`config.mk`:
```
export PLATFORM = sky130hd
export DESIGN_NAME = seq_stage_ctrl
export DESIGN_NICKNAME = d
export VERILOG_FILES = /design/src/rtl/seq_stage_ctrl.sv
export SDC_FILE = /design/constraint.sdc
export NUM_CORES = 1
export LEC_CHECK = 0
export CAP_MARGIN = 20
export CORE_ASPECT_RATIO = 1.5
export CORE_MARGIN = 3
export CORE_UTILIZATION = 36
export DETAILED_ROUTE_END_ITERATION = 10
export PLACE_DENSITY_LB_ADDON = 0.3
export SLEW_MARGIN = 25
export SYNTH_ARGS = -nofsm -noshare
export SYNTH_HDL_FRONTEND = slang
export SYNTH_SLANG_ARGS = --single-unit
export TNS_END_PERCENT = 50
```
`constraint.sdc`:
```
create_clock -name clk -period 5 [get_ports clk]
set_input_delay 1 -clock clk [delete_from_list [all_inputs] [get_ports clk]]
set_output_delay 1 -clock clk [all_outputs]
set_load 0.005 [all_outputs]
```
`src/rtl/seq_stage_ctrl.sv`:
```
// Multi-cycle stage sequencer for the Y86-64 sequential core: walks one instruction
// through FETCH..PCUPD with one-hot stage enables, halting on faults or an instruction budget.
module seq_stage_ctrl #(
    parameter int CNT_W     = 32,
    parameter int MAX_INSTR = 600
) (
    input  logic             clk,
    input  logic             rst,
    input  logic             start,
    input  logic             step_mode,
    input  logic             step,
    input  logic             instr_valid,
    input  logic             imem_error,
    input  logic [3:0]       icode,
    input  logic [1:0]       stat,
    output logic             fetch_en,
    output logic             decode_en,
    output logic             exec_en,
    output logic             mem_en,
    output logic             wb_en,
    output logic             pc_en,
    output logic             running,
    output logic             halted,
    output logic [1:0]       final_stat,
    output logic             budget_hit,
    output logic [CNT_W-1:0] cycle_cnt,
    output logic [CNT_W-1:0] instr_cnt
);

    // state  | meaning
    // IDLE   | waiting for start
    // FETCH  | fetch enabled; faults and halt icode checked
    // DECODE | register read
    // EXEC   | ALU / condition codes
    // MEM    | data memory; non-AOK stat halts here
    // WB     | register write
    // PCUPD  | PC load, instruction retired, budget checked
    // PAUSE  | single-step wait
    // HALT   | sticky until rst
    typedef enum logic [3:0] {
        S_IDLE, S_FETCH, S_DECODE, S_EXEC, S_MEM, S_WB, S_PCUPD, S_PAUSE, S_HALT
    } state_t;

    localparam logic [1:0] STAT_AOK = 2'd0;
    localparam logic [1:0] STAT_HLT = 2'd1;
    localparam logic [1:0] STAT_ADR = 2'd2;
    localparam logic [1:0] STAT_INS = 2'd3;

    state_t           state_q, state_d;
    logic [1:0]       final_stat_q, final_stat_d;
    logic             budget_hit_q, budget_hit_d;
    logic [CNT_W-1:0] cycle_cnt_q, cycle_cnt_d;
    logic [CNT_W-1:0] instr_cnt_q, instr_cnt_d;
    logic [CNT_W-1:0] instr_inc;
    logic             budget_reached;

    assign instr_inc      = instr_cnt_q + 1'b1;
    assign budget_reached = (MAX_INSTR != 0) && (instr_inc == CNT_W'(MAX_INSTR));

    always_ff @(posedge clk) begin
        if (rst) begin
            state_q      <= S_IDLE;
            final_stat_q <= STAT_AOK;
            budget_hit_q <= 1'b0;
            cycle_cnt_q  <= '0;
            instr_cnt_q  <= '0;
        end else begin
            state_q      <= state_d;
            final_stat_q <= final_stat_d;
            budget_hit_q <= budget_hit_d;
            cycle_cnt_q  <= cycle_cnt_d;
            instr_cnt_q  <= instr_cnt_d;
        end
    end

    always_comb begin
        state_d      = state_q;
        final_stat_d = final_stat_q;
        budget_hit_d = budget_hit_q;
        instr_cnt_d  = instr_cnt_q;
        cycle_cnt_d  = cycle_cnt_q;
        fetch_en     = 1'b0;
        decode_en    = 1'b0;
        exec_en      = 1'b0;
        mem_en       = 1'b0;
        wb_en        = 1'b0;
        pc_en        = 1'b0;

        // Time spent waiting in PAUSE counts as active cycles.
        if (state_q != S_IDLE && state_q != S_HALT) begin
            cycle_cnt_d = cycle_cnt_q + 1'b1;
        end

        unique case (state_q)
            S_IDLE: begin
                if (start) state_d = S_FETCH;
            end
            S_FETCH: begin
                fetch_en = 1'b1;
                if (imem_error) begin
                    state_d      = S_HALT;
                    final_stat_d = STAT_ADR;
                end else if (!instr_valid) begin
                    state_d      = S_HALT;
                    final_stat_d = STAT_INS;
                end else if (icode == 4'h0) begin
                    state_d      = S_HALT;
                    final_stat_d = STAT_HLT;
                end else begin
                    state_d = S_DECODE;
                end
            end
            S_DECODE: begin
                decode_en = 1'b1;
                state_d   = S_EXEC;
            end
            S_EXEC: begin
                exec_en = 1'b1;
                state_d = S_MEM;
            end
            S_MEM: begin
                mem_en = 1'b1;
                if (stat != STAT_AOK) begin
                    state_d      = S_HALT;
                    final_stat_d = stat;
                end else begin
                    state_d = S_WB;
                end
            end
            S_WB: begin
                wb_en   = 1'b1;
                state_d = S_PCUPD;
            end
            S_PCUPD: begin
                pc_en       = 1'b1;
                instr_cnt_d = instr_inc;
                if (budget_reached) begin
                    state_d      = S_HALT;
                    final_stat_d = STAT_AOK;
                    budget_hit_d = 1'b1;
                end else if (step_mode) begin
                    state_d = S_PAUSE;
                end else begin
                    state_d = S_FETCH;
                end
            end
            S_PAUSE: begin
                if (step || !step_mode) state_d = S_FETCH;
            end
            S_HALT: begin
                state_d = S_HALT;
            end
            default: begin
                state_d = S_IDLE;
            end
        endcase
    end

    assign running    = (state_q != S_IDLE) && (state_q != S_HALT);
    assign halted     = (state_q == S_HALT);
    assign final_stat = final_stat_q;
    assign budget_hit = budget_hit_q;
    assign cycle_cnt  = cycle_cnt_q;
    assign instr_cnt  = instr_cnt_q;

endmodule

```
# [Word-level counts from Yosys, hierarchy flattened]
# Cells that the tools add are included.
[classes] addsub=2 n_eq_ne=15 n_mux=21 n_reduce_logical=11
[ops] cell="adder 32 x 1 -> 32 bit (second input constant)" count=2
[ops] cell="case mux 4 bit (9 select lines)" count=1
[ops] cell="equality test 32 x 10 -> 1 bit (second input constant)" count=1
[ops] cell="two-way mux 4 bit" count=7
[ops] cell="equality test 4 x 3 -> 1 bit (second input constant)" count=4
[ops] cell="two-way mux 2 bit" count=5
[ops] cell="equality test 4 x 2 -> 1 bit (second input constant)" count=2
[ops] cell="logical NOT 4 bit" count=2
[ops] cell="inequality test 2 bit (second input constant)" count=4
[ops] cell="inequality test 4 bit (second input constant)" count=2
[ops] cell="two-way mux 1 bit" count=6
[ops] cell="case mux 2 bit (3 select lines)" count=1
[ops] cell="equality test 4 x 1 -> 1 bit (second input constant)" count=1
[ops] cell="equality test 4 bit (second input constant)" count=1
[ops] cell="AND reduction 2 bit" count=2
[ops] cell="AND reduction 4 bit" count=1
[ops] cell="nonzero test 4 bit" count=1
[ops] cell="two-way mux 3 bit" count=1
[ops] cell="nonzero test 3 bit" count=1
[ops] cell="nonzero test 2 bit" count=1
[ops] cell="logical AND 1 bit" count=1
[ops] cell="logical NOT 1 bit" count=1
[ops] cell="logical OR 1 bit" count=1
[word_totals] register_bits=71 inputBits=13 elab_cells=54

# [Longest topological paths before layout]
[logic_depth] word_depth=5 ltp_mapped=10 depth_no_buf=8

# [Worst setup path before layout]
# OpenSTA, ideal clock, no wires.
[synth_timing] path_kind="register to register" startpoint="reg instr_cnt_q[0] (netlist: instr_cnt[0])" endpoint="reg budget_hit_q (netlist: budget_hit)" setup_ns=0.068 t_arrival_ns=2.347 t_required_ns=4.932 setup_slack_ns=2.585 path_stages_with_launch=9 n_path_buf=0 synth_period_minus_slack_ns=2.415 cell_sequence="dfxtp_1 -> ha_1 -> nand4_4 -> or4_4 -> nor4_2 -> o21a_1 -> o211ai_1 -> or4b_4 -> o21ai_2"
[synth_via] elab_chain_cells=3
[synth_rtl] item="start, declared" line_no="53" source="logic [CNT_W-1:0] instr_cnt_q, instr_cnt_d;"
[synth_rtl] item="start signal, assigned" line_no="72" source="instr_cnt_q <= instr_cnt_d;"
[synth_rtl] item="adder 32 x 1 -> 32 bit" line_no="57" source="assign instr_inc = instr_cnt_q + 1'b1;"
[synth_rtl] item="equality test 32 x 10 -> 1 bit" line_no="58" source="assign budget_reached = (MAX_INSTR != 0) && (instr_inc == CNT_W'(MAX_INSTR));"
[synth_rtl] item="AND reduction 2 bit (no source line)"
[synth_rtl] item="end signal, assigned" line_no="70" source="budget_hit_q <= budget_hit_d;"
[synth_rtl] item="end, declared" line_no="51" source="logic budget_hit_q, budget_hit_d;"
# Every way passes these cells.
# A chain may end at the register's enable or synchronous reset.

# [Worst setup path after layout]
[layout_timing] startpoint="reg state_q[1]" endpoint="out pc_en"
[layout_via] elab_chain_cells=2
[layout_rtl] item="start, declared" line_no="49" source="state_t state_q, state_d;"
[layout_rtl] item="start signal, assigned" line_no="68" source="state_q <= state_d;"
[layout_rtl] item="equality test 4 x 3 -> 1 bit" line_no="94" source="unique case (state_q)"
[layout_rtl] item="two-way mux 1 bit" line_no="94"
[layout_rtl] item="end, declared" line_no="21" source="output logic pc_en,"
# Every way passes these cells.

==> flow_metrics.env <==
export IMPL_outcome="completed"
export IMPL_worstSkewPairLatency_ns=0.33
export IMPL_dp_hpwl_um=7230
export IMPL_initial_utilization_pct=37.5
export IMPL_clock_root_buffer="clkbuf_16"
export IMPL_crit_start="state_q[1]"
export IMPL_first_pass_iters=4
export IMPL_rrSetupSlack_ns=2.09
export IMPL_wl_per_cell_um=14.1
export IMPL_final_cell_mix="86 x clkdlybuf4s50_1, 77 x nor2_1, 71 x dfxtp_1"
export IMPL_synth_area_per_cell_um2=8.09
export IMPL_drt_total_wl_um=9790
export IMPL_ys_flop_type="dfxtp_1"
export IMPL_netlist_instances=475
export IMPL_vias_per_cell=5.29
export IMPL_antenna_found_initial=0
export IMPL_fmax_mhz=309
export IMPL_drt_iter0_markers=154
export IMPL_fin_worst_skew_ns=0.00628
export IMPL_hold_ws_ns=0.467
export IMPL_cp_end_kind="primary output"
export IMPL_p_leak_nw=1.69
export IMPL_die_area_um2=12000
export IMPL_worst_path_buf_inv=2
export IMPL_crit_slowest_cell="clkdlybuf4s50_1"
export IMPL_via_count=3666
export IMPL_routabilityCongestion=0.896
export IMPL_cts_tree="done"
export IMPL_r2r_start="instr_cnt[2]"
export IMPL_rsz0062_at_grt="no"
export IMPL_path_cells="nand2b_1 -> or2_2 -> inv_2 -> clkdlybuf4s50_1"
export IMPL_ctsHtreeMaxLevel=3
export IMPL_die_w_um=90.4
export IMPL_area_growth_pct=31.1
export IMPL_postPlaceCellArea_um2=4730
export IMPL_ir_worst_vdd_mv=0.186
export IMPL_antennaDiodeCount=0
export IMPL_whs_path_depth=2
export IMPL_critPathLaunchType="flip-flop"
export IMPL_final_area_um2=5040
export IMPL_grt_pass1_wl_um=16800
export IMPL_synth_nets=490
export IMPL_yosysSeqAreaShare_pct=37.0
export IMPL_drv_cap=0
export IMPL_cts_resized=0
export IMPL_core_area_um2=10200
export IMPL_grt_ovfl_total=0
export IMPL_finalSetupTns_ns=0
export IMPL_critical_path_max_stage_delay_ns=0.57
export IMPL_critPathArrivalTime_ns=2.24
export IMPL_ys_types=59
export IMPL_post_route_period_util_pct=64.8
export IMPL_grt_pass1_vias=3584
export IMPL_ys_async_sr_fraction_pct=0
export IMPL_final_antenna_net_count=0
export IMPL_hold_path_class="flip-flop to flip-flop"
export IMPL_synth_top_cell_area_share_pct=37.0
export IMPL_port_buffers=87
export IMPL_synth_edf_count=0
export IMPL_setup_viol=0
export IMPL_tightest_slew_ns=0.942
export IMPL_cts_buffers=9
export IMPL_track_usage_pct=17.0
export IMPL_slew_headroom_pct=37.2
export IMPL_rows=45
export IMPL_cts_sinks=71
export IMPL_io_pins=88
export IMPL_synth_warnings=0
export IMPL_fill_cells=1001
export IMPL_cts_hold_repair_buffers=0
export IMPL_worstHoldEndpoint="budget_hit"
export IMPL_final_nets=562
export IMPL_drv_slew=0
export IMPL_clk_pin_slew_worst_paths_ns=0.06
export IMPL_synth_top_area_cell="dfxtp_1"
export IMPL_hp_start="budget_hit"
export IMPL_r2r_cells=7
export IMPL_post_route_util_pct=49.2
export IMPL_synth_area_leaders="dfxtp_1 37%, xor2_1 8.0%, nor2_1 7.5%, xnor2_1 5.9%, nand2_1 4.1%"
export IMPL_critical_path_class="flip-flop to primary output"
export IMPL_finalHoldViolations=0
export IMPL_synth_cell_area_um2=3840
export IMPL_drive_gt1_share_pct=6.52
export IMPL_critPathRequiredTime_ns=4.00
export IMPL_fp_dieH_um=133
export IMPL_cts_setup_buffers=0
export IMPL_critPathMaxFanout=17
export IMPL_fin_crit_ns=3.24
export IMPL_grt_max_degree=52
export IMPL_ys_ff_latch=71
export IMPL_power_density_nw_per_um2=255
export IMPL_r2r_end="state_q[1]"
export IMPL_drc=0
export IMPL_ctsLongestPathBuffers=2
export IMPL_layout_commonest_cell="clkdlybuf4s50_1"
export IMPL_critPathTopFamily="buffers and inverters"
[sequential cells by signal, summed over array words and instances (netlist names)]
| register | cells |
|---|---|
| budget_hit | 1 |
| cycle_cnt | 32 |
| final_stat | 2 |
| instr_cnt | 32 |
| state_q | 4 |
[layer usage]
layer  vias to the layer above  routed length [um]  GRT usage, %
met5                         -                   0             0
met1                      1727                4050          19.4
met3                        22                 461          3.53
li1                       1806                   -             -
met2                       111                5050          29.4
met4                         0                 222          9.80
[kinds of logic after synthesis]
family                   synth area share [%]
buffers and inverters                    5.27
AO/OA/AOI/OAI                            8.59
XOR/XNOR                                 13.9
flip-flops                               37.0
multiplexers                             1.59
AND/OR/NAND/NOR                          33.0
adder cells (fa/ha/maj)                 0.651
[layout make-up]
| cell class | count | area, um2 | area share (%) |
|---|---|---|---|
| Clock inverter | 7 | 78.8 | 1.56 |
| Sequential cell | 71 | 1420 | 28.2 |
| Multi-Input combinational cell | 367 | 2230 | 44.2 |
| Inverter | 10 | 37.5 | 0.744 |
| Clock buffer | 9 | 225 | 4.47 |
| Tap cell | 141 | 176 | 3.50 |
| Timing Repair Buffer | 88 | 873 | 17.3 |
[worst register-to-register path: stages (launching register included)]
cell and delay, ns:
dfxtp_1 0.53, nand4_1 0.35, nor4_4 0.55, nand3_1 0.21, mux2_2 0.27, o311ai_1 0.12, nor3_1 0.57, a221oi_1 0.17
[through the flow]
step | total power, W | cells | setup slack [ns]
5_1_grt | 0.00134 | 693 | 1.66
6_report | 0.00128 | 693 | 1.76
4_1_cts | 0.00131 | 693 | 1.75
3_3_place_gp | 0.000651 | 677 | 1.99
2_1_floorplan | 0.000623 | 475 | 2.59
3_5_place_dp | 0.000653 | 677 | 1.85
[synthesized netlist by cell type (3+ instances only)]
cell / number
or3_1: 10
xnor2_1: 26
inv_1: 9
nor4_1: 7
nand4_1: 24
and3_1: 3
a21oi_1: 17
o21a_1: 3
buf_4: 3
o21ai_0: 13
nand2_1: 42
a211oi_1: 3
and3_2: 3
nor3_1: 26
nand2b_1: 5
clkbuf_8: 3
nor2_1: 77
clkbuf_2: 3
buf_2: 3
clkbuf_1: 13
mux2i_1: 5
dfxtp_1: 71
nand3_1: 19
xor2_1: 35
nor2b_1: 6
and4_1: 4
[report_power, final]
group	leakage, nW	switching, W	internal [W]
sequential	0.572	0.00000748	0.000572
combinational	0.965	0.0000288	0.0000315
clock	0.151	0.000253	0.000392
total	1.69	0.000289	0.000995
[worst max-delay path by stage]
stage,end,depth (start not counted)
floorplan,budget_hit,8
global placement,state_q[2],7
finish,pc_en,4
detailed placement,state_q[1],7
CTS,pc_en,4
global route,pc_en,4
No activity file was read; power rests on OpenSTA's default activity.
